==> config.mk <==
export PLATFORM = sky130hd
export DESIGN_NAME = ser2par_deserializer
export DESIGN_NICKNAME = d
export VERILOG_FILES = /design/src/rtl/ser2par_deserializer_pkg.sv /design/src/rtl/ser2par_bit_counter.sv /design/src/rtl/ser2par_deserializer.sv
export SDC_FILE = /design/constraint.sdc
export NUM_CORES = 1
export LEC_CHECK = 0
export CAP_MARGIN = 15
export CORE_MARGIN = 3
export CORE_UTILIZATION = 56
export CTS_BUF_LIST = sky130_fd_sc_hd__clkbuf_4
export CTS_CLUSTER_DIAMETER = 50
export CTS_CLUSTER_SIZE = 10
export DETAILED_ROUTE_END_ITERATION = 8
export PLACE_DENSITY = 0.82
export REMOVE_ABC_BUFFERS = 1
export SETUP_SLACK_MARGIN = 0.02
export SLEW_MARGIN = 20
export SYNTH_ARGS = -nofsm -noshare
export SYNTH_HDL_FRONTEND = slang
export SYNTH_SLANG_ARGS = --single-unit
==> constraint.sdc <==
create_clock -name clk -period 4.5 [get_ports clk]
set_clock_uncertainty 0.2 [all_clocks]
set_input_delay 1.35 -clock clk [delete_from_list [all_inputs] [get_ports clk]]
set_output_delay 1.35 -clock clk [all_outputs]
set_load 0.005 [all_outputs]
==> src/rtl/ser2par_deserializer_pkg.sv <==
`default_nettype none
// ============================================================================
// ser2par_deserializer_pkg : shared state encoding and parameter legality checks
// Revision: 1.0
// ============================================================================
package ser2par_deserializer_pkg;

    typedef enum logic [1:0] {
        IDLE  = 2'd0,
        SHIFT = 2'd1,
        FULL  = 2'd2
    } state_t;

    localparam int c_min_width = 2;
    localparam int c_max_width = 64;

    function automatic bit width_is_legal(input int width);
        return (width >= c_min_width) && (width <= c_max_width);
    endfunction

    function automatic bit msb_first_is_legal(input int msb_first);
        return (msb_first == 0) || (msb_first == 1);
    endfunction

    function automatic int bit_count_width(input int width);
        return (width < 2) ? 1 : $clog2(width);
    endfunction

endpackage
`default_nettype wire

==> src/rtl/ser2par_bit_counter.sv <==
`default_nettype none
// ============================================================================
// ser2par_bit_counter : modulo-WIDTH bit counter with restart and terminal count
// Revision: 1.0
// ============================================================================
module ser2par_bit_counter
    import ser2par_deserializer_pkg::*;
#(
    parameter int WIDTH = 32
) (
    input  logic clk,
    input  logic reset,
    input  logic en,
    input  logic restart,
    output logic tc
);

    localparam int c_cnt_w = bit_count_width(WIDTH);
    localparam logic [c_cnt_w-1:0] c_last = c_cnt_w'(WIDTH - 1);

    logic [c_cnt_w-1:0] r_count;

    // A restart consumes the accepted bit as bit 0, so the count lands on 1.
    always_ff @(posedge clk or negedge reset) begin
        if (!reset) begin
            r_count <= '0;
        end else if (en) begin
            if (restart) begin
                r_count <= c_cnt_w'(1);
            end else if (r_count == c_last) begin
                r_count <= '0;
            end else begin
                r_count <= r_count + c_cnt_w'(1);
            end
        end
    end

    assign tc = (r_count == c_last);

endmodule
`default_nettype wire

==> src/rtl/ser2par_deserializer.sv <==
`default_nettype none
// ============================================================================
// ser2par_deserializer : framed serial stream to WIDTH-bit valid/ready words
// Revision: 1.0
// ============================================================================
module ser2par_deserializer
    import ser2par_deserializer_pkg::*;
#(
    parameter int WIDTH     = 32,
    parameter int MSB_FIRST = 1,
    parameter int CNT_W     = 16
) (
    input  logic             clk,
    input  logic             reset,
    input  logic             ser_bit,
    input  logic             ser_valid,
    output logic             ser_ready,
    input  logic             sof,
    output logic [WIDTH-1:0] out_data,
    output logic             out_valid,
    input  logic             out_ready,
    output logic             frame_err,
    output logic [CNT_W-1:0] word_cnt
);

    generate
        if (!width_is_legal(WIDTH) || !msb_first_is_legal(MSB_FIRST) || (CNT_W < 1)) begin : g_bad_params
            $error("ser2par_deserializer: illegal WIDTH, MSB_FIRST or CNT_W");
        end
    endgenerate

    state_t           r_state;
    logic [WIDTH-1:0] r_shift;
    logic [WIDTH-1:0] w_shift_next;
    logic [WIDTH-1:0] w_first;
    logic [WIDTH-1:0] w_load_data;
    logic             w_accept;
    logic             w_slot_free;
    logic             w_handshake;
    logic             w_tc;
    logic             w_complete;
    logic             w_load;

    assign ser_ready   = (r_state != FULL);
    assign w_accept    = ser_valid && ser_ready;
    assign w_slot_free = !out_valid || out_ready;
    assign w_handshake = out_valid && out_ready;

    // sof outranks completion: a sof on what would be the last bit restarts the word.
    assign w_complete  = w_accept && !sof && (r_state == SHIFT) && w_tc;
    assign w_load      = (w_complete || (r_state == FULL)) && w_slot_free;
    assign w_load_data = (r_state == FULL) ? r_shift : w_shift_next;

    generate
        if (MSB_FIRST != 0) begin : g_msb_first
            assign w_shift_next = {r_shift[WIDTH-2:0], ser_bit};
            assign w_first      = {{(WIDTH-1){1'b0}}, ser_bit};
        end else begin : g_lsb_first
            assign w_shift_next = {ser_bit, r_shift[WIDTH-1:1]};
            assign w_first      = {ser_bit, {(WIDTH-1){1'b0}}};
        end
    endgenerate

    ser2par_bit_counter #(
        .WIDTH   (WIDTH)
    ) u_bit_counter (
        .clk     (clk),
        .reset   (reset),
        .en      (w_accept),
        .restart (sof),
        .tc      (w_tc)
    );

    always_ff @(posedge clk or negedge reset) begin
        if (!reset) begin
            r_state   <= IDLE;
            r_shift   <= '0;
            out_data  <= '0;
            out_valid <= 1'b0;
            frame_err <= 1'b0;
            word_cnt  <= '0;
        end else begin
            frame_err <= w_accept && sof && (r_state == SHIFT);

            if (w_handshake) begin
                word_cnt <= word_cnt + CNT_W'(1);
            end

            // Starting fresh flushes leftovers of the previous or discarded word.
            if (w_accept) begin
                r_shift <= (sof || (r_state == IDLE)) ? w_first : w_shift_next;
            end

            if (w_load) begin
                out_data  <= w_load_data;
                out_valid <= 1'b1;
            end else if (w_handshake) begin
                out_valid <= 1'b0;
            end

            case (r_state)
                IDLE:    if (w_accept)    r_state <= SHIFT;
                SHIFT:   if (w_complete)  r_state <= w_slot_free ? IDLE : FULL;
                FULL:    if (w_slot_free) r_state <= IDLE;
                default: r_state <= IDLE;
            endcase
        end
    end

endmodule
`default_nettype wire
=== Word level (Yosys, flattened, before mapping) ===
Index checks and enable logic that the tools add are counted.

* Bits in registers: 89
* Latch bits: 0
* Bits in writable memories: 0
* ROM bits: 0
* Bits of input ports: 6
* Output and inout port bits: 51
* Word-level logic and storage cells: 43
* Memories kept: 0

* Add/subtract/negate cells: 2
* Multiply operators: 0
* Divide/modulo/power cells: 0
* Magnitude comparators: 0
* Equal/unequal tests: 7
* Shift-type cells: 0
* Mux-type cells: 11
* Bitwise gates (word level): 0
* Reduce and logical (&&, ||, !) cells: 16

{| class="wikitable"
|+ Operators by type and width
! operator !! count
|-
| 32-bit 2-to-1 mux || 2
|-
| 16-bit by 1-bit adder with 16-bit output, second input constant || 1
|-
| 5-bit 2-to-1 mux || 2
|-
| 1-bit logical AND || 8
|-
| 2-bit 2-to-1 mux || 4
|-
| 2-bit inequality test, second input constant || 4
|-
| 2-bit one-hot mux with 3 select lines || 1
|-
| 5-bit by 1-bit adder with 5-bit output, second input constant || 1
|-
| 5-bit == test, second input constant || 1
|-
| 1-bit logical OR || 3
|-
| 3-bit AND reduction || 1
|-
| 2-bit by 1-bit == test with 1-bit output, second input constant || 1
|-
| 2-bit == test, second input constant || 1
|-
| 1-bit zero test || 2
|-
| 2-bit zero test || 1
|-
| 1-bit 2-to-1 mux || 2
|-
| 2-bit nonzero test || 1
|}

=== Longest topological paths before layout ===
* Depth after elaboration: 8
* Depth in mapped cells: 9
* Mapped depth without buffers: 7

=== Modules after synthesis ===
From an unflattened synthesis, not the netlist that was laid out.

* Cells, all modules: 320
* Area total of the unflattened synthesis: 3,816.2 um^2

{| class="wikitable"
|+ Modules (own cells, without submodules)
! module !! instances !! cells each !! area an instance (um^2) !! sequential area each (um^2)
|-
| ser2par_deserializer || 1 || 291 || 3,528.4 || 2,102.0
|-
| ser2par_bit_counter || 1 || 29 || 287.8 || 125.1
|}

=== Worst setup path before layout ===
No wires, ideal clock.

* Path kind: input to register
* Start: in sof
* End: reg out_data[10]
* Library setup time: 0.126 ns
* Data arrival time: 2.432 ns
* Required time: 4.174 ns
* Path slack: 1.741 ns
* Stages on the path: 6
* Buffers on the path: 3
* Path through: buf_2 o41ai_4 and2_1 buf_4 buf_6 a31oi_1

* Longest elaborated chain between the ends: 6

{| class="wikitable"
|+ RTL lines
! item !! line !! source
|-
| from (decl) || ser2par_deserializer.sv:18 || <nowiki>input logic sof,</nowiki>
|-
| 1-bit zero test || ser2par_deserializer.sv:50 || <nowiki>assign w_complete = w_accept && !sof && (r_state == SHIFT) && w_tc;</nowiki>
|-
| 1-bit logical AND (3 in series) || ser2par_deserializer.sv:50 ||
|-
| 1-bit logical OR || ser2par_deserializer.sv:51 || <nowiki>assign w_load = (w_complete || (r_state == FULL)) && w_slot_free;</nowiki>
|-
| 1-bit logical AND || ser2par_deserializer.sv:51 ||
|-
| to (signal assigned) || ser2par_deserializer.sv:95 || <nowiki>out_data <= w_load_data;</nowiki>
|-
| to (decl) || ser2par_deserializer.sv:19 || <nowiki>output logic [WIDTH-1:0] out_data,</nowiki>
|}

Every way passes these cells.
A chain may end at the register's enable or synchronous reset.

=== Worst setup path in the final report ===
* Start: reg r_state[1]
* End: out ser_ready

* Longest elaborated chain between the ends: 1

{| class="wikitable"
|+ RTL lines
! item !! line !! source
|-
| from (decl) || ser2par_deserializer.sv:32 || <nowiki>state_t r_state;</nowiki>
|-
| from (signal assigned) || ser2par_deserializer.sv:103 || <nowiki>SHIFT: if (w_complete) r_state <= w_slot_free ? IDLE : FULL;</nowiki>
|-
| 2-bit inequality test || ser2par_deserializer.sv:44 || <nowiki>assign ser_ready = (r_state != FULL);</nowiki>
|-
| to (decl) || ser2par_deserializer.sv:17 || <nowiki>output logic ser_ready,</nowiki>
|}

Every way passes these cells.

==> impl_results.md <==
- Outcome: completed
- Initial antenna violation count: 0
- Worst Hold End: word_cnt[15]$_DFFE_PN0P_
- Root buf cell: clkbuf_4
- Die Width: 87.9 um
- Drt wl/cell: 16.7 um
- P_int: 1.08 mW
- Tmin final: 3490 ps
- Worst slew pin tran: 779 ps
- Worst r2r path cells: 8
- Unrepaired setup endpoints after global routing: false
- Max Root-Sink Buffers: 2
- Global-route wire length before repair: 13500 um
- # H-tree levels: 3
- Nets: 406
- Worst hold start: word_cnt[15]$_DFFE_PN0P_
- Fill count: 470
- Leak Pwr: 1.87 nW
- Remaining global-route overflow: 0
- WS Path Type: reg -> out
- Placer congestion estimate: 0.783
- Final hold vios: 0
- CP Launch Type: flop
- Final instance area: 4480 sq um
- Die area: 7720 sq um
- Crit-path max FO: 36
- Hold Crit Class: reg -> reg
- Layout area overhead: 19.3%
- Layout cells sized above 1: 0.0698
- Via count: 2846
- Number of global-route vias before repair: 2777
- Drt pass-1 iters: 4
- Crit end category: output port
- Period utilisation layout: 0.775
- Setup_tns: 0 ps
- Drt total wl: 8010 um
- Maximum vdd drop: 0.000235 V
- Slew Viols, Final: 0
- DP HPWL: 5070 um
- Total global-route track usage: 0.226
- Pwr Total: 1.38 mW
- Sw Ratio: 0.221
- Syn Std Cell Area: 3750 sq um
- Number of synthesized flops with an enable pin: 0
- Yosys warns: 0
- Initial drt markers: 253
- Commonest non-fill, non-tap cell in the layout: dfrtp_1
- Pwr per Cell Area: 308 nW/um^2
- Reg-to-reg slack, setup: 2090 ps
- Total CTS buffers: 9
- Final WS setup: 1010 ps
- Cells after Synth: 350
- Worst slew margin: 0.481
- Leading cell types in the layout, fill and taps excluded: 89 x dfrtp_1, 74 x nand2_1, 55 x clkdlybuf4s50_1
- Synth async-reset ratio: 1.00
- Crit Reg-Reg Startpoint: u_bit_counter.r_count[0]$_DFFE_PN0N_
- Fmax achieved: 287 MHz
- Antenna Nets Post-Route: 0
- Post-synth top flop: dfrtp_1
- I/O pin count: 57
- CTS tree: yes
- Hold depth: 1
- Sequential fraction of the synthesis area: 0.593
- WP data required: 2950 ps
- ANT cells: 0
- Number of setup buffers added after CTS: 0
- Num rows: 29
- Worst-skew pair later-pin latency: 410 ps
- Yosys cell types: 34
- Max-cap violations: 0
- Avg Cell Area, Syn: 10.7 sq um
- Starting density of the core: 0.585
- Clock tree sinks: 89
- Core Box Area: 6420 sq um
- Pin count of the biggest net entering global routing: 90
- CTS clock-pin slew for the worst setup and hold paths: 120 ps
- Sequential fraction of design power: 0.602
- Comb pwr share: 0.049
- DRC Markers: 0
- Post-DP Area: 4330 sq um
- Arrival @ worst endpoint: 1940 ps
- Clock power share: 0.349
- Sw Pwr: 0.305 mW
- CTS resizes: 0
- # setup viols final: 0
- Height of the die: 87.9 um
- DP Worst Slack: 1010 ps
- FF-to-FF End: out_data[23]$_DFFE_PN0P_
- Port buffer count: 56
- Via density: 5.95
- CTS hold repair buffers: 0
- Seq cells post-synth: 89
==> per-stage QoR <==
stage | utilization | instances | hold slack (ps)
4_1_cts | 0.697 | 478 | 284
2_1_floorplan | - | 324 | 256
6_report | 0.698 | 478 | 278
5_1_grt | 0.698 | 478 | 309
3_3_place_gp | 0.673 | 463 | 262
3_5_place_dp | 0.673 | 463 | 262
==> cells by family (layout without fill, tap and decap cells) <==
logic type      after synthesis  in the layout  share of synthesized area
simple gates                108            108                      0.127
fa+ha+maj                     3              3                     0.0100
mux                           3              3                    0.00866
buf+inv                      29             80                     0.0393
compound gates              103            103                      0.187
flops                        89             89                      0.593
xor+xnor                     15             15                     0.0350
==> sequential cells by signal, summed over array words and instances (netlist names) <==
register and count:
word_cnt 16, r_state 2, u_bit_counter.r_count 5, frame_err 1, r_shift 32, out_valid 1
out_data 32
==> power by group through the flow <==
| stage | sequential, mW | clock (mW) | combinational, mW |
|---|---|---|---|
| floorplan | 0.842 | 0 | 0.0305 |
| global placement | 0.845 | 0 | 0.0662 |
| detailed placement | 0.846 | 0 | 0.0698 |
| CTS | 0.831 | 0.490 | 0.0696 |
| global route | 0.834 | 0.526 | 0.0790 |
| finish | 0.831 | 0.482 | 0.0678 |
==> worst max-delay path by stage <==
stage / end / depth (start not counted) / start
2_1_floorplan: out_data[0]$_DFFE_PN0P_ / 3 / sof
3_3_place_gp: out_data[16]$_DFFE_PN0P_ / 5 / out_ready
3_5_place_dp: out_data[12]$_DFFE_PN0P_ / 5 / out_ready
4_1_cts: ser_ready / 3 / r_state[1]$_DFFE_PN0P_
5_1_grt: ser_ready / 3 / r_state[1]$_DFFE_PN0P_
6_report: ser_ready / 3 / r_state[1]$_DFFE_PN0P_
==> critical path, cell delays in order (launching register included) <==
cell             delay (ps)
dfrtp_1                 450
nor2b_2                 190
inv_4                   290
clkdlybuf4s50_1         580
==> cell type report <==
type,count,area [sq um],share of cell area
Tap cell,77,96.3,0.0215
Timing Repair Buffer,62,607,0.135
Clock buffer,11,82.6,0.0184
Inverter,3,13.8,0.00307
Multi-Input combinational cell,232,1390,0.309
Clock inverter,4,68.8,0.0154
Sequential cell,89,2230,0.497
==> routing by layer <==
| metal | vias to the layer above | track usage | share of wire |
|---|---|---|---|
| met5 | - | 0 | 0 |
| met4 | 0 | 0.0739 | 0.0087 |
| met3 | 6 | 0.0480 | 0.061 |
| met1 | 1405 | 0.309 | 0.44 |
| met2 | 100 | 0.365 | 0.49 |
| li1 | 1335 | - | - |
==> synthesized netlist by cell type (2+ instances only) <==
cell,instances,area (sq um)
clkbuf_1,14,52.6
nor2_1,7,26.3
a31oi_1,32,200
and2_1,2,12.5
o21ai_0,3,15.0
buf_6,3,33.8
dfrtp_1,89,2230
buf_2,8,40.0
a21oi_1,33,165
nand3_1,7,35.0
nand4_1,2,12.5
a22o_1,32,280
nor2b_1,2,12.5
and3_1,5,31.3
xnor2_1,8,70.1
xor2_1,7,61.3
nand2b_1,4,25.0
ha_1,3,37.5
nand2_1,74,278
Note: power is estimated with default switching activity, not from simulation.
